## src/rtl/multicycle_controller.sv

```systemverilog
// ----------------------------------------------------------------------------
// multicycle_controller
//
// Control sequencer for the multicycle RV32I core. One ALU and one unified
// instruction/data memory port are time-shared across the phases of each
// instruction (fetch, decode, execute, memory, writeback). The block sits
// beside the datapath. It reads the opcode from the instruction register and
// the ALU zero flag, and drives every datapath mux select and write enable.
// Memory accesses are held until mem_ready reports completion.
//
// Parameters
//   RETIRE_W      width of the retired-instruction counter
//
// Ports
//   clk           system clock, rising edge
//   rst_n         asynchronous active-low reset
//   op[6:0]       opcode from the instruction register (valid from DECODE)
//   zero          ALU zero flag, used only in BEQ
//   mem_ready     memory finished the access presented this cycle
//   PCWrite       PC register enable (PCUpdate | Branch & zero)
//   AdrSrc        memory address select: 0 = PC, 1 = ALU result register
//   MemWrite      memory write strobe
//   IRWrite       instruction / OldPC register enable
//   RegWrite      register file write enable
//   ResultSrc     result mux: 00 ALUOut, 01 read data, 10 ALU result
//   ALUSrcA       ALU A: 00 PC, 01 OldPC, 10 rs1
//   ALUSrcB       ALU B: 00 rs2, 01 immediate, 10 constant 4
//   ALUOp         00 add, 01 subtract/branch, 10 funct-decoded
//   ImmSrc        immediate format: 00 I, 01 S, 10 B, 11 J
//   trap          illegal opcode seen, core halted until reset
//   retire        one-cycle pulse in the final cycle of an instruction
//   retire_count  instructions retired since reset (wraps)
// ----------------------------------------------------------------------------
module multicycle_controller #(
  parameter int RETIRE_W = 32
) (
  input  logic                clk,
  input  logic                rst_n,
  input  logic [6:0]          op,
  input  logic                zero,
  input  logic                mem_ready,
  output logic                PCWrite,
  output logic                AdrSrc,
  output logic                MemWrite,
  output logic                IRWrite,
  output logic                RegWrite,
  output logic [1:0]          ResultSrc,
  output logic [1:0]          ALUSrcA,
  output logic [1:0]          ALUSrcB,
  output logic [1:0]          ALUOp,
  output logic [1:0]          ImmSrc,
  output logic                trap,
  output logic                retire,
  output logic [RETIRE_W-1:0] retire_count
);

  typedef enum logic [3:0] {
    FETCH    = 4'd0,
    DECODE   = 4'd1,
    MEMADR   = 4'd2,
    MEMREAD  = 4'd3,
    MEMWB    = 4'd4,
    MEMWRITE = 4'd5,
    EXECUTER = 4'd6,
    ALUWB    = 4'd7,
    EXECUTEI = 4'd8,
    JAL      = 4'd9,
    BEQ      = 4'd10,
    TRAP     = 4'd11
  } state_t;

  localparam logic [6:0] OpLoad   = 7'b0000011;
  localparam logic [6:0] OpStore  = 7'b0100011;
  localparam logic [6:0] OpRType  = 7'b0110011;
  localparam logic [6:0] OpIType  = 7'b0010011;
  localparam logic [6:0] OpJal    = 7'b1101111;
  localparam logic [6:0] OpBranch = 7'b1100011;

  state_t state;
  state_t nextState;
  logic   pcUpdate;
  logic   branch;
  logic   irWriteRaw;

  // NOTE: sequential state uses non-blocking assignments so every register
  // samples the pre-edge values; blocking here would create ordering races.
  always_ff @(posedge clk or negedge rst_n) begin
    if (!rst_n) state <= FETCH;
    else        state <= nextState;
  end

  // Next-state and Moore/mem_ready-qualified outputs.
  always_comb begin
    // NOTE: every signal gets a default before the case so no path leaves a
    // variable unassigned, which would otherwise infer a latch.
    nextState  = state;
    pcUpdate   = 1'b0;
    branch     = 1'b0;
    irWriteRaw = 1'b0;
    AdrSrc     = 1'b0;
    MemWrite   = 1'b0;
    RegWrite   = 1'b0;
    ResultSrc  = 2'b00;
    ALUSrcA    = 2'b00;
    ALUSrcB    = 2'b00;
    ALUOp      = 2'b00;
    trap       = 1'b0;
    retire     = 1'b0;

    unique case (state)
      FETCH: begin
        ALUSrcB   = 2'b10;
        ResultSrc = 2'b10;
        if (mem_ready) begin
          irWriteRaw = 1'b1;
          pcUpdate   = 1'b1;
          nextState  = DECODE;
        end
      end
      DECODE: begin
        // Computes OldPC + imm so the branch/jump target is ready in ALUOut.
        ALUSrcA = 2'b01;
        ALUSrcB = 2'b01;
        case (op)
          OpLoad, OpStore: nextState = MEMADR;
          OpRType:         nextState = EXECUTER;
          OpIType:         nextState = EXECUTEI;
          OpJal:           nextState = JAL;
          OpBranch:        nextState = BEQ;
          default:         nextState = TRAP;
        endcase
      end
      MEMADR: begin
        ALUSrcA   = 2'b10;
        ALUSrcB   = 2'b01;
        nextState = (op == OpLoad) ? MEMREAD : MEMWRITE;
      end
      MEMREAD: begin
        AdrSrc = 1'b1;
        if (mem_ready) nextState = MEMWB;
      end
      MEMWB: begin
        ResultSrc = 2'b01;
        RegWrite  = 1'b1;
        retire    = 1'b1;
        nextState = FETCH;
      end
      MEMWRITE: begin
        AdrSrc   = 1'b1;
        MemWrite = 1'b1;
        // The store completes, and so retires, only when memory accepts it.
        if (mem_ready) begin
          retire    = 1'b1;
          nextState = FETCH;
        end
      end
      EXECUTER: begin
        ALUSrcA   = 2'b10;
        ALUOp     = 2'b10;
        nextState = ALUWB;
      end
      EXECUTEI: begin
        ALUSrcA   = 2'b10;
        ALUSrcB   = 2'b01;
        ALUOp     = 2'b10;
        nextState = ALUWB;
      end
      ALUWB: begin
        RegWrite  = 1'b1;
        retire    = 1'b1;
        nextState = FETCH;
      end
      JAL: begin
        // PC takes the target from ALUOut while the ALU forms OldPC + 4 for
        // the link value written back in ALUWB.
        ALUSrcA   = 2'b01;
        ALUSrcB   = 2'b10;
        pcUpdate  = 1'b1;
        nextState = ALUWB;
      end
      BEQ: begin
        ALUSrcA   = 2'b10;
        ALUOp     = 2'b01;
        branch    = 1'b1;
        retire    = 1'b1;
        nextState = FETCH;
      end
      TRAP: begin
        trap      = 1'b1;
        nextState = TRAP;
      end
      default: begin
        // Unused encodings can only come from corruption; halt rather than
        // execute with undefined controls.
        nextState = TRAP;
      end
    endcase
  end

  // The fetch strobes are held off while reset is asserted, even though
  // FETCH's other controls are already presented.
  assign IRWrite = irWriteRaw & rst_n;
  assign PCWrite = rst_n & (pcUpdate | (branch & zero));

  // Immediate format depends only on the opcode, in every state.
  always_comb begin
    case (op)
      OpStore:  ImmSrc = 2'b01;
      OpBranch: ImmSrc = 2'b10;
      OpJal:    ImmSrc = 2'b11;
      default:  ImmSrc = 2'b00;
    endcase
  end

  always_ff @(posedge clk or negedge rst_n) begin
    if (!rst_n)      retire_count <= '0;
    else if (retire) retire_count <= retire_count + 1'b1;
  end

endmodule
```

## config.mk

```make
export PLATFORM = sky130hd
export DESIGN_NAME = multicycle_controller
export DESIGN_NICKNAME = d
export VERILOG_FILES = /design/src/rtl/multicycle_controller.sv
export SDC_FILE = /design/constraint.sdc
export NUM_CORES = 1
export LEC_CHECK = 0
export CORE_MARGIN = 2
export CORE_UTILIZATION = 52
export DETAILED_ROUTE_END_ITERATION = 6
export PLACE_DENSITY = 0.86
export SYNTH_ARGS = -nofsm -noshare
export SYNTH_HDL_FRONTEND = slang
export SYNTH_SLANG_ARGS = --single-unit
```

## constraint.sdc

```tcl
create_clock -name clk -period 3 [get_ports clk]
set_clock_uncertainty 0.1 [all_clocks]
set_input_delay 0.6 -clock clk [delete_from_list [all_inputs] [get_ports clk]]
set_output_delay 0.6 -clock clk [all_outputs]
set_load 0.02 [all_outputs]
```

==> run_summary.xml, run 1 <==
<?xml version="1.0" encoding="UTF-8"?>
<metrics>
  <group name="floorplan">
    <metric name="placementRows" unit="">23</metric>
    <metric name="effective_utilization_at_floorplan" unit="%">54.5</metric>
    <metric name="die-width" unit="um">69</metric>
    <metric name="core_area" unit="um2">4030</metric>
    <metric name="io_pins" unit="">60</metric>
    <metric name="height_of_the_die" unit="um">69</metric>
    <metric name="die_outline_area" unit="um2">4760</metric>
  </group>
  <group name="power">
    <metric name="leakage" unit="nW">1.22</metric>
    <metric name="power_density" unit="nW/um2">681</metric>
    <metric name="design_power_total" unit="mW">2.02</metric>
    <metric name="peakVddDrop" unit="uV">557</metric>
  </group>
  <group name="yosys">
    <metric name="yosys_most_used_dff" unit="">sky130_fd_sc_hd__dfrtp_1</metric>
    <metric name="ys_seq_area_share" unit="%">41.0</metric>
    <metric name="yosys_register_bits" unit="">36</metric>
    <metric name="synth.distinct_cells" unit="">54</metric>
    <metric name="synthesis.instances" unit="">219</metric>
    <metric name="synth_adder_area_share" unit="%">0.569</metric>
    <metric name="post_synth_and_or_nand_nor_area_fraction" unit="%">27.4</metric>
    <metric name="synth_top_family_by_area" unit="">simple AND/OR/NAND/NOR gates</metric>
    <metric name="synth_edf_count" unit="">0</metric>
    <metric name="synth.area.mux_share" unit="%">1.48</metric>
    <metric name="fraction_of_synthesized_cell_area_in_xor_and_xnor_cells" unit="%">14.0</metric>
    <metric name="synthArstFlopShare" unit="%">100</metric>
    <metric name="complex_gate_fraction_of_the_synthesized_area" unit="%">11.4</metric>
    <metric name="yosys_warnings" unit="">0</metric>
    <metric name="synth_area" unit="um2">2200</metric>
    <metric name="postSynthNetCount" unit="">231</metric>
    <metric name="syn-mean-instance-area" unit="um2">10.0</metric>
  </group>
  <group name="critical_path">
    <metric name="timing.reg2reg.setup_slack" unit="ns">0.73</metric>
    <metric name="ff2ff_path_depth" unit="">7</metric>
    <metric name="crit-reg2reg-capture" unit="">retire_count[23]</metric>
    <metric name="crit_fanout" unit="">4</metric>
    <metric name="critical_path.startpoint_type" unit="">input port</metric>
    <metric name="cp_data_required_time" unit="ns">2.30</metric>
    <metric name="setup.worst_path.class" unit="">in -&gt; out</metric>
    <metric name="cp.arrival" unit="ns">2.22</metric>
    <metric name="worstSetupEndpointType" unit="">primary output</metric>
    <metric name="r2r-start" unit="">state[2]</metric>
  </group>
  <group name="grt">
    <metric name="gr-usage-met3" unit="%">4.97</metric>
    <metric name="grt_pass1_vias" unit="">1861</metric>
    <metric name="grt_max_degree" unit="">37</metric>
    <metric name="grt_pass1_wl" unit="um">8830</metric>
    <metric name="grt_overflow" unit="">0</metric>
    <metric name="grt.met1_usage" unit="%">29.7</metric>
    <metric name="top_usage_layer" unit="">met2</metric>
    <metric name="groute.usage.overall" unit="%">22.6</metric>
    <metric name="antenna_found_initial" unit="">0</metric>
    <metric name="grt_use_met2" unit="%">36.9</metric>
  </group>
  <group name="sta">
    <metric name="clock.fmax" unit="GHz">0.342</metric>
    <metric name="rsz0062_at_grt" unit="">false</metric>
    <metric name="final_min_period_over_clock_period" unit="%">97.5</metric>
    <metric name="final_period_minus_worst_setup_slack" unit="ns">2.92</metric>
    <metric name="timing_hold_violations_final" unit="">0</metric>
    <metric name="finalMaxSlewViolations" unit="">0</metric>
    <metric name="slew_headroom" unit="%">65.2</metric>
    <metric name="finalSetupViolations" unit="">0</metric>
    <metric name="worst-slew-pin-transition" unit="ns">0.522</metric>
  </group>
  <group name="finish">
    <metric name="total_area_of_multi_input_combinational_cells" unit="um2">1210</metric>
    <metric name="numnets_final" unit="">298</metric>
    <metric name="fillCellCount" unit="">304</metric>
    <metric name="post_layout_nonfiller_instances" unit="">337</metric>
    <metric name="area_growth_syn_to_layout" unit="%">34.7</metric>
    <metric name="final_cell_area" unit="um2">2960</metric>
    <metric name="most_common_cell_after_layout_fill_and_taps_aside" unit="">sky130_fd_sc_hd__clkdlybuf4s50_1</metric>
    <metric name="sequential_cell_area" unit="um2">903</metric>
    <metric name="mostFrequentLayoutCells" unit="">57 x sky130_fd_sc_hd__clkdlybuf4s50_1, 34 x sky130_fd_sc_hd__dfrtp_1, 18 x sky130_fd_sc_hd__nor2_1, 18 x sky130_fd_sc_hd__xnor2_1, 17 x sky130_fd_sc_hd__xor2_1</metric>
    <metric name="antenna-diode-count" unit="">0</metric>
    <metric name="post_route_cells_drive_above_1_share" unit="%">16.0</metric>
  </group>
  <group name="place">
    <metric name="post_dp_cell_area" unit="um2">2870</metric>
    <metric name="place.gp.congestion" unit="">0.843</metric>
    <metric name="dp.cells" unit="">329</metric>
    <metric name="numPortBuffers" unit="">59</metric>
    <metric name="hpwl" unit="um">3810</metric>
  </group>
  <group name="clocking">
    <metric name="htree_levels" unit="">2</metric>
    <metric name="cts-root-buf" unit="">sky130_fd_sc_hd__clkbuf_8</metric>
    <metric name="clock_tree.buffer_depth" unit="">2</metric>
    <metric name="tritoncts" unit="">yes</metric>
    <metric name="path_clk_slew" unit="ns">0.08</metric>
    <metric name="cts_sink_cnt" unit="">36</metric>
    <metric name="cts_buffers" unit="">5</metric>
    <metric name="holdBufCountCts" unit="">0</metric>
    <metric name="clock_latency_on_the_worst_skew_pair" unit="ns">0.29</metric>
  </group>
  <group name="route">
    <metric name="post-route-drc-count" unit="">0</metric>
    <metric name="post_drt_wl_per_cell" unit="um">15.5</metric>
    <metric name="drtIter0Drc" unit="">110</metric>
    <metric name="num_vias" unit="">1867</metric>
    <metric name="vias_per_cell" unit="">5.54</metric>
    <metric name="detailedRoute.firstPassIterationCount" unit="">4</metric>
    <metric name="drtAntennaViolNets" unit="">0</metric>
    <metric name="routed_wl" unit="um">5210</metric>
  </group>
  <group name="job">
    <metric name="timing.max_cap.violations" unit="">0</metric>
  </group>
  <group name="worst_hold_path">
    <metric name="type_of_the_most_critical_hold_path" unit="">in -&gt; async</metric>
  </group>
  <group name="run_status">
    <metric name="outcome" unit="">finished clean</metric>
  </group>
</metrics>
==> cells in the mapped netlist (all sizes together) (2+ instances only) <==
library cell | n | area [um2]
dfrtp | 36 | 901
nor2 | 18 | 67.6
xnor2 | 18 | 158
xor2 | 17 | 149
nand2 | 15 | 56.3
inv | 11 | 41.3
nor3 | 10 | 70.1
nand3 | 9 | 50.1
nand2b | 8 | 57.6
a21oi | 7 | 46.3
nand4 | 6 | 52.6
nor4 | 6 | 83.8
clkbuf | 5 | 18.8
o21ai | 5 | 25.0
o31ai | 4 | 30.0
or3 | 4 | 25.0
and2 | 3 | 18.8
buf | 3 | 23.8
or2 | 3 | 23.8
a211oi | 2 | 15.0
a21o | 2 | 15.0
and4 | 2 | 17.5
mux2 | 2 | 22.5
nor2b | 2 | 12.5
o22ai | 2 | 12.5
or4b | 2 | 20.0
==> cell families (layout without fill, tap and decap cells) <==
kind of cell,count (synthesis),count (layout)
buf+inv,20,88
flops,36,36
fa+ha+maj,1,1
simple gates,93,93
mux,3,3
compound gates,31,31
xor+xnor,35,35
==> metal layers <==
metal,share of wire (%),routed length (um),vias to the layer above
met5,0,0,-
met4,1.7,90,0
li1,-,-,900
met3,3.5,185,9
met1,45,2370,914
met2,49,2570,44
==> power breakdown <==
group	internal (mW)	leakage (nW)	switching, mW	total (mW)
registers	0.552	0.466	0.149	0.701
logic	0.479	0.710	0.499	0.978
clock network	0.162	0.0479	0.177	0.338
total	1.19	1.22	0.824	2.02
==> what timing repair did <==
item	in CTS	in global routing
resized for setup	2	5
endpoints found under the hold margin	0	0
setup buffers	0	0
endpoints found under the setup margin	1	2
==> per-stage QoR <==
step	setup TNS (ns)	hold slack, ns	utilization (%)	worst slack (ns)
3_5_place_dp	-0.318	0.362	71.2	-0.318
5_1_grt	0	0.308	73.5	0.0191
3_3_place_gp	-0.193	0.356	71.2	-0.193
6_report	0	0.292	73.5	0.0756
4_1_cts	0	0.298	73.4	0.0170
2_1_floorplan	0	0.204	-	0.244
==> area by class of cell <==
class / count / share of cell area [%]
Timing Repair Buffer: 68 / 21.9
Inverter: 12 / 1.69
Sequential cell: 36 / 30.5
Clock inverter: 3 / 0.634
Multi-Input combinational cell: 163 / 40.8
Clock buffer: 5 / 2.32
Tap cell: 50 / 2.11
==> flip-flops by register name, summed over array words and instances (netlist names) <==
name,cells
retire_count,32
state,4
==> worst max-delay path, stage by stage <==
cell                              delay, ns
sky130_fd_sc_hd__clkdlybuf4s50_1       0.47
sky130_fd_sc_hd__or3_1                 0.39
sky130_fd_sc_hd__a21oi_1               0.13
sky130_fd_sc_hd__clkdlybuf4s50_1       0.62
==> worst max-delay path by stage <==
| stage | startpoint | end | slack (ns) | depth (start not counted) |
|---|---|---|---|---|
| 2_1_floorplan | mem_ready | PCWrite | 0.24 | 4 |
| 4_1_cts | mem_ready | PCWrite | 0.02 | 6 |
| 3_5_place_dp | mem_ready | PCWrite | -0.32 | 6 |
| 3_3_place_gp | mem_ready | PCWrite | -0.19 | 6 |
| 6_report | op[3] | ImmSrc[0] | 0.08 | 4 |
| 5_1_grt | op[3] | ImmSrc[0] | 0.02 | 4 |
(Power assumes the default switching activity.)
==> run 2: changes to the inputs <==
- CORE_MARGIN: 2 -> 3
- SETUP_SLACK_MARGIN: default -> 0.4
==> run 2 against run 1 <==
Cell area rose by 1.4%. Fmax rose by 12%. Total power rose by 5.2%. Flip-flop and latch count did not move. Clock power rose by 27%. Sequential power fell by 4.3%. Register-to-register slack improved by 0.11 ns. First-iteration DRC count rose by 25%. Wire length fell by 0.44%. Hold slack improved by 0.035 ns. Non-clock buffer count rose by 4. Global-route usage fell by 1.4 points. Largest power group unchanged.
==> run_summary.xml, run 2 (same netlist as run 1, synthesis figures left out) <==
<?xml version="1.0" encoding="UTF-8"?>
<metrics>
  <group name="finish">
    <metric name="antenna-diode-count" unit="">0</metric>
    <metric name="largest_regs" unit="">retire_count: 32 flops, state: 4 flops</metric>
    <metric name="registers.top_by_ff_count" unit="">retire_count</metric>
    <metric name="numnets_final" unit="">302</metric>
    <metric name="mostFrequentLayoutCells" unit="">43 x sky130_fd_sc_hd__clkdlybuf4s50_1, 33 x sky130_fd_sc_hd__dfrtp_1, 18 x sky130_fd_sc_hd__xnor2_1</metric>
    <metric name="post_route_cells_drive_above_1_share" unit="%">19.2</metric>
    <metric name="number_of_flip_flops_in_the_largest_register" unit="">32</metric>
    <metric name="fillCellCount" unit="">302</metric>
    <metric name="area_growth_syn_to_layout" unit="%">36.7</metric>
    <metric name="total_area_of_multi_input_combinational_cells" unit="um2">1220</metric>
    <metric name="sequential_cell_area" unit="um2">905</metric>
    <metric name="final_cell_area" unit="um2">3000</metric>
    <metric name="most_common_cell_after_layout_fill_and_taps_aside" unit="">sky130_fd_sc_hd__clkdlybuf4s50_1</metric>
  </group>
  <group name="critical_path">
    <metric name="timing.reg2reg.setup_slack" unit="ns">0.84</metric>
    <metric name="worstSetupEndpointType" unit="">primary output</metric>
    <metric name="ff2ff_path_depth" unit="">7</metric>
    <metric name="crit-reg2reg-capture" unit="">retire_count[29]</metric>
    <metric name="crit_fanout" unit="">2</metric>
    <metric name="critical-path-max-stage-delay" unit="ns">0.47</metric>
    <metric name="critPathSlowestCell" unit="">sky130_fd_sc_hd__clkdlybuf4s50_1</metric>
    <metric name="cp_data_required_time" unit="ns">2.30</metric>
    <metric name="crit_path_cell_chain" unit="">clkdlybuf4s50_1 &gt; nor2b_2 &gt; nor2b_1 &gt; a311oi_1 &gt; a2111oi_1 &gt; buf_2</metric>
    <metric name="setup.worst_path.class" unit="">in -&gt; out</metric>
    <metric name="r2r-start" unit="">state[3]</metric>
    <metric name="critical_path.startpoint_type" unit="">input port</metric>
    <metric name="cp.arrival" unit="ns">1.91</metric>
  </group>
  <group name="place">
    <metric name="numPortBuffers" unit="">59</metric>
    <metric name="place.gp.congestion" unit="">0.825</metric>
    <metric name="hpwl" unit="um">3750</metric>
    <metric name="post_dp_cell_area" unit="um2">2880</metric>
    <metric name="pre_cts_slack" unit="ns">-0.177</metric>
  </group>
  <group name="clocking">
    <metric name="htree_levels" unit="">2</metric>
    <metric name="clock_tree.buffer_depth" unit="">2</metric>
    <metric name="path_clk_slew" unit="ns">0.08</metric>
    <metric name="holdBufCountCts" unit="">0</metric>
    <metric name="cts_buffers" unit="">5</metric>
    <metric name="cts_sink_cnt" unit="">36</metric>
    <metric name="cts-root-buf" unit="">sky130_fd_sc_hd__clkbuf_8</metric>
    <metric name="tritoncts" unit="">yes</metric>
    <metric name="clock_latency_on_the_worst_skew_pair" unit="ns">0.29</metric>
  </group>
  <group name="grt">
    <metric name="grt_pass1_wl" unit="um">8580</metric>
    <metric name="groute.usage.overall" unit="%">21.2</metric>
    <metric name="grt_pass1_vias" unit="">1848</metric>
    <metric name="grt.met1_usage" unit="%">29.3</metric>
    <metric name="gr-usage-met3" unit="%">5.26</metric>
    <metric name="antenna_found_initial" unit="">0</metric>
    <metric name="top_usage_layer" unit="">met2</metric>
    <metric name="grt_overflow" unit="">0</metric>
    <metric name="grt_max_degree" unit="">37</metric>
    <metric name="grt_use_met2" unit="%">32.5</metric>
  </group>
  <group name="power">
    <metric name="power.share.combinational" unit="%">48.2</metric>
    <metric name="leakage" unit="nW">1.31</metric>
    <metric name="power.share.clock" unit="%">20.2</metric>
    <metric name="sw_frac_of_total" unit="%">40.0</metric>
    <metric name="seq_power_share" unit="%">31.6</metric>
    <metric name="power_density" unit="nW/um2">707</metric>
    <metric name="switching_power" unit="mW">0.849</metric>
    <metric name="internal-power" unit="mW">1.27</metric>
    <metric name="peakVddDrop" unit="uV">550</metric>
  </group>
  <group name="run_status">
    <metric name="outcome" unit="">finished clean</metric>
  </group>
  <group name="route">
    <metric name="num_vias" unit="">1857</metric>
    <metric name="post-route-drc-count" unit="">0</metric>
    <metric name="drtIter0Drc" unit="">137</metric>
    <metric name="post_drt_wl_per_cell" unit="um">15.2</metric>
    <metric name="detailedRoute.firstPassIterationCount" unit="">4</metric>
    <metric name="routed_wl" unit="um">5190</metric>
    <metric name="drtAntennaViolNets" unit="">0</metric>
    <metric name="vias_per_cell" unit="">5.45</metric>
  </group>
  <group name="floorplan">
    <metric name="placementRows" unit="">23</metric>
    <metric name="die-width" unit="um">71</metric>
    <metric name="core_area" unit="um2">4030</metric>
    <metric name="effective_utilization_at_floorplan" unit="%">54.5</metric>
    <metric name="height_of_the_die" unit="um">71</metric>
    <metric name="io_pins" unit="">60</metric>
    <metric name="die_outline_area" unit="um2">5040</metric>
  </group>
  <group name="sta">
    <metric name="final_critical_path_setup_slack" unit="ns">0.388</metric>
    <metric name="finalSetupViolations" unit="">0</metric>
    <metric name="final_min_period_over_clock_period" unit="%">87.1</metric>
    <metric name="worst-slew-pin-transition" unit="ns">0.527</metric>
    <metric name="timing_hold_violations_final" unit="">0</metric>
    <metric name="clock.fmax" unit="GHz">0.383</metric>
    <metric name="finalMaxSlewViolations" unit="">0</metric>
    <metric name="final_period_minus_worst_setup_slack" unit="ns">2.61</metric>
    <metric name="rsz0062_at_grt" unit="">true</metric>
    <metric name="slew_headroom" unit="%">64.8</metric>
  </group>
  <group name="job">
    <metric name="timing.max_cap.violations" unit="">0</metric>
  </group>
  <group name="worst_hold_path">
    <metric name="type_of_the_most_critical_hold_path" unit="">in -&gt; async</metric>
  </group>
</metrics>
-- run 2: changes by cell type in the layout (fill, tap and decap cells not counted), moves of 2 or more --
cell	previous run	this run
sky130_fd_sc_hd__clkdlybuf4s50_1	57	43
sky130_fd_sc_hd__buf_4	9	13
sky130_fd_sc_hd__clkbuf_2	1	3
sky130_fd_sc_hd__dlygate4sd2_1	0	10
-- run 2: worst max-delay path by stage --
| stage | startpoint | endpoint | slack (ns) | cells past startpoint |
|---|---|---|---|---|
| floorplan | mem_ready | PCWrite | 0.49 | 4 |
| global placement | mem_ready | PCWrite | -0.17 | 6 |
| detailed placement | mem_ready | PCWrite | -0.18 | 6 |
| CTS | mem_ready | PCWrite | 0.20 | 6 |
| global route | mem_ready | PCWrite | 0.31 | 6 |
| finish | mem_ready | PCWrite | 0.39 | 6 |
-- run 2: area by class of cell --
class / instances / area share (%)
Multi-Input combinational cell: 163 / 40.7
Sequential cell: 36 / 30.1
Timing Repair Buffer: 72 / 21.7
Clock buffer: 5 / 2.29
Tap cell: 50 / 2.08
Inverter: 12 / 1.67
Clock inverter: 3 / 1.42
-- run 2: stage by stage --
stage | std cells | hold slack (ns) | setup TNS (ns) | util (%) | total power [mW]
floorplan | 219 | 0.204 | 0 | - | 1.29
global placement | 330 | 0.358 | -0.171 | 71.5 | 1.67
detailed placement | 330 | 0.367 | -0.177 | 71.5 | 1.69
CTS | 341 | 0.327 | 0 | 74.6 | 2.12
global route | 341 | 0.341 | 0 | 74.5 | 2.25
finish | 341 | 0.327 | 0 | 74.5 | 2.12
-- run 2: routing by layer --
layer	share of wire, %	wire length, um
met1	47	2420
met2	48	2480
met3	3.8	199
met4	1.9	97
met5	0	0
-- run 2: power groups by stage --
stage	Sequential [mW]	Clock, mW	Combinational, mW
floorplan	0.663	0	0.631
global placement	0.679	0	0.992
detailed placement	0.679	0	1.01
CTS	0.661	0.436	1.02
global route	0.686	0.463	1.10
finish	0.671	0.429	1.02
-- run 2: critical path, delay by kind of cell --
kind            cells  cell delay, ns
buf+inv             2            0.71
compound gates      2            0.32
simple gates        2            0.28
-- run 2: what timing repair did --
item / CTS / global route
setup endpoints to repair: 15 / 6
setup buffers: 3 / 0
pin swaps: 0 / 1
gates resized for setup: 21 / 12
cloned: 0 / 0
==> run 3: changes to the inputs <==
- ABC_AREA: default -> 1
- CORE_UTILIZATION: 52 -> 55
- PLACE_DENSITY: 0.86 -> 0.89
==> run 3 against run 2 <==
Cell area is 12% higher. Via count is 55% higher. Synthesized cell count rose by 100%. Synthesized area is 20% higher. Hold slack worse by 0.063 ns. Total power fell by 60%. Sequential power is 28% lower. Global-route usage is 5.8 points higher. Flip-flop and latch count unchanged.
==> run_summary.xml, run 3 <==
<?xml version="1.0" encoding="UTF-8"?>
<metrics>
  <group name="sta">
    <metric name="whs" unit="ns">0.263</metric>
    <metric name="rsz0062_at_grt" unit="">false</metric>
    <metric name="worst-slew-pin-transition" unit="ns">0.462</metric>
    <metric name="finalMaxSlewViolations" unit="">0</metric>
    <metric name="slew_headroom" unit="%">69.2</metric>
    <metric name="timing_hold_violations_final" unit="">0</metric>
    <metric name="clock.fmax" unit="GHz">0.398</metric>
    <metric name="final_critical_path_setup_slack" unit="ns">0.487</metric>
    <metric name="final_period_minus_worst_setup_slack" unit="ns">2.51</metric>
    <metric name="final_min_period_over_clock_period" unit="%">83.8</metric>
    <metric name="finalSetupViolations" unit="">0</metric>
    <metric name="timing.setup.tns" unit="ns">0</metric>
  </group>
  <group name="grt">
    <metric name="grt_pass1_vias" unit="">2694</metric>
    <metric name="grt_overflow" unit="">0</metric>
    <metric name="grt_max_degree" unit="">37</metric>
    <metric name="grt_pass1_wl" unit="um">11800</metric>
    <metric name="groute.usage.overall" unit="%">27.0</metric>
    <metric name="antenna_found_initial" unit="">0</metric>
  </group>
  <group name="clocking">
    <metric name="cts-root-buf" unit="">sky130_fd_sc_hd__clkbuf_8</metric>
    <metric name="htree_levels" unit="">2</metric>
    <metric name="cts_sink_cnt" unit="">36</metric>
    <metric name="holdBufCountCts" unit="">0</metric>
    <metric name="clock_tree.buffer_depth" unit="">2</metric>
    <metric name="clock_latency_on_the_worst_skew_pair" unit="ns">0.29</metric>
    <metric name="tritoncts" unit="">yes</metric>
    <metric name="path_clk_slew" unit="ns">0.07</metric>
    <metric name="cts_buffers" unit="">5</metric>
  </group>
  <group name="critical_path">
    <metric name="cp_num_buf_inv" unit="">2</metric>
    <metric name="setup.worst_path.class" unit="">reg -&gt; out</metric>
    <metric name="crit_fanout" unit="">5</metric>
    <metric name="critical_path.startpoint_type" unit="">register</metric>
    <metric name="critPathMostFrequentCell" unit="">sky130_fd_sc_hd__nand2_1</metric>
    <metric name="cp.arrival" unit="ns">1.81</metric>
    <metric name="worstSetupEndpointType" unit="">primary output</metric>
    <metric name="critPathLaunch" unit="">state[0]</metric>
    <metric name="cp_data_required_time" unit="ns">2.30</metric>
    <metric name="worst_path_dominant_cell_family" unit="">buffers and inverters</metric>
    <metric name="critPathSlowestCell" unit="">sky130_fd_sc_hd__clkdlybuf4s50_1</metric>
    <metric name="critical-path-max-stage-delay" unit="ns">0.60</metric>
    <metric name="r2r-start" unit="">state[0]</metric>
    <metric name="crit_path_cell_chain" unit="">inv_2 &gt; nor2_1 &gt; nand2_1 &gt; nand2_1 &gt; clkdlybuf4s50_1</metric>
  </group>
  <group name="power">
    <metric name="peakVddDrop" unit="uV">176</metric>
    <metric name="leakage" unit="nW">1.65</metric>
    <metric name="power_density" unit="nW/um2">253</metric>
  </group>
  <group name="floorplan">
    <metric name="die-width" unit="um">75.3</metric>
    <metric name="height_of_the_die" unit="um">75.3</metric>
    <metric name="io_pins" unit="">60</metric>
    <metric name="effective_utilization_at_floorplan" unit="%">58.7</metric>
    <metric name="die_outline_area" unit="um2">5670</metric>
    <metric name="placementRows" unit="">24</metric>
    <metric name="core_area" unit="um2">4500</metric>
  </group>
  <group name="finish">
    <metric name="antenna-diode-count" unit="">0</metric>
    <metric name="area_growth_syn_to_layout" unit="%">27.2</metric>
    <metric name="registers.top_by_ff_count" unit="">retire_count</metric>
    <metric name="total_area_of_multi_input_combinational_cells" unit="um2">1510</metric>
    <metric name="mostFrequentLayoutCells" unit="">199 x sky130_fd_sc_hd__nand2_1, 68 x sky130_fd_sc_hd__nor2_1, 49 x sky130_fd_sc_hd__clkdlybuf4s50_1</metric>
    <metric name="fillCellCount" unit="">401</metric>
    <metric name="post_route_cells_drive_above_1_share" unit="%">6.97</metric>
    <metric name="largest_regs" unit="">retire_count: 32 flops, state: 4 flops</metric>
    <metric name="number_of_flip_flops_in_the_largest_register" unit="">32</metric>
    <metric name="most_common_cell_after_layout_fill_and_taps_aside" unit="">sky130_fd_sc_hd__nand2_1</metric>
    <metric name="numnets_final" unit="">514</metric>
    <metric name="sequential_cell_area" unit="um2">903</metric>
    <metric name="final_util" unit="%">74.6</metric>
    <metric name="final_cell_area" unit="um2">3360</metric>
  </group>
  <group name="route">
    <metric name="num_vias" unit="">2886</metric>
    <metric name="drtIter0Drc" unit="">196</metric>
    <metric name="vias_per_cell" unit="">5.21</metric>
    <metric name="detailedRoute.firstPassIterationCount" unit="">5</metric>
    <metric name="drtAntennaViolNets" unit="">0</metric>
    <metric name="routed_wl" unit="um">7060</metric>
    <metric name="post_drt_wl_per_cell" unit="um">12.7</metric>
    <metric name="post-route-drc-count" unit="">0</metric>
  </group>
  <group name="yosys">
    <metric name="yosys_most_used_dff" unit="">sky130_fd_sc_hd__dfrtp_1</metric>
    <metric name="synth_most_common_cell" unit="">sky130_fd_sc_hd__nand2_1</metric>
    <metric name="ys_seq_area_share" unit="%">34.1</metric>
    <metric name="synthArstFlopShare" unit="%">100</metric>
    <metric name="synthDominantCellAreaShare" unit="%">34.1</metric>
    <metric name="synth_edf_count" unit="">0</metric>
    <metric name="postSynthNetCount" unit="">449</metric>
    <metric name="synthesis.instances" unit="">437</metric>
    <metric name="synth_area" unit="um2">2640</metric>
    <metric name="yosys_register_bits" unit="">36</metric>
    <metric name="synth.distinct_cells" unit="">25</metric>
    <metric name="yosys.area.top_type" unit="">sky130_fd_sc_hd__dfrtp_1</metric>
    <metric name="syn-mean-instance-area" unit="um2">6.05</metric>
    <metric name="most_instantiated_cells_after_synthesis" unit="">199 x sky130_fd_sc_hd__nand2_1, 69 x sky130_fd_sc_hd__nor2_1, 44 x sky130_fd_sc_hd__inv_1, 36 x sky130_fd_sc_hd__dfrtp_1, 25 x sky130_fd_sc_hd__nand3_1</metric>
    <metric name="yosys_warnings" unit="">0</metric>
    <metric name="synth.area.top_cells" unit="">sky130_fd_sc_hd__dfrtp_1 34%, sky130_fd_sc_hd__nand2_1 28%, sky130_fd_sc_hd__nor2_1 9.8%, sky130_fd_sc_hd__inv_1 6.3%, sky130_fd_sc_hd__nand3_1 4.7%</metric>
  </group>
  <group name="run_status">
    <metric name="outcome" unit="">finished clean</metric>
  </group>
  <group name="place">
    <metric name="hpwl" unit="um">5440</metric>
    <metric name="place.gp.congestion" unit="">0.950</metric>
    <metric name="pre_cts_slack" unit="ns">0.106</metric>
    <metric name="post_dp_cell_area" unit="um2">3280</metric>
    <metric name="numPortBuffers" unit="">59</metric>
  </group>
  <group name="job">
    <metric name="timing.max_cap.violations" unit="">0</metric>
  </group>
  <group name="worst_hold_path">
    <metric name="type_of_the_most_critical_hold_path" unit="">in -&gt; async</metric>
  </group>
</metrics>
run 3: area by class of cell:
type                       instances  area share [%]
clock buffer                       6            2.16
clock inverter                     1           0.149
inverter                          51            5.77
multi-input combinational        345            44.8
sequential                        36            26.9
tap                               52            1.94
timing repair buffer              63            18.3
run 3: power breakdown:
| part | internal, mW | leakage, nW | switching (mW) |
|---|---|---|---|
| Sequential | 0.485 | 0.470 | 0 |
| Combinational | 0.0149 | 1.14 | 0.0204 |
| Clock | 0.158 | 0.0410 | 0.172 |
| Total | 0.658 | 1.65 | 0.193 |
run 3: per-stage QoR:
step	power, mW	instances
global placement	0.529	547
floorplan	0.502	437
global route	0.881	554
CTS	0.853	554
finish	0.850	554
detailed placement	0.531	547
run 3: what timing repair did:
item | 4_1_cts | 5_1_grt
resized for setup | 6 | 11
setup buffers | 0 | 0
setup endpoints to repair | 5 | 11
pin swaps | 0 | 0
run 3: per-layer routing:
| metal | routed length, um | vias up | track usage (%) |
|---|---|---|---|
| li1 | - | 1471 | - |
| met1 | 3120 | 1298 | 35.6 |
| met2 | 3380 | 104 | 45.0 |
| met3 | 433 | 13 | 4.88 |
| met4 | 126 | 0 | 8.35 |
| met5 | 0 | - | 0 |
run 3: logic make-up (layout without fill, tap and decap cells):
family	after synthesis	count (layout)	share of synthesized area [%]
compound gates	14	14	2.89
xor+xnor	14	14	4.92
fa+ha+maj	1	1	0.473
buf+inv	56	121	9.04
flops	36	36	34.1
simple gates	316	316	48.6
run 3: final timing paths:
path	to	slack, ns	cells past startpoint
min in group clk	retire_count[31]	0.43	2
max in group asynchronous	state[2]	2.19	2
worst max register to register	retire_count[5]	1.11	7
worst min-delay path	retire_count[5]	0.26	2
worst min register to register	retire_count[31]	0.43	2
worst max-delay path	ALUSrcB[1]	0.49	5
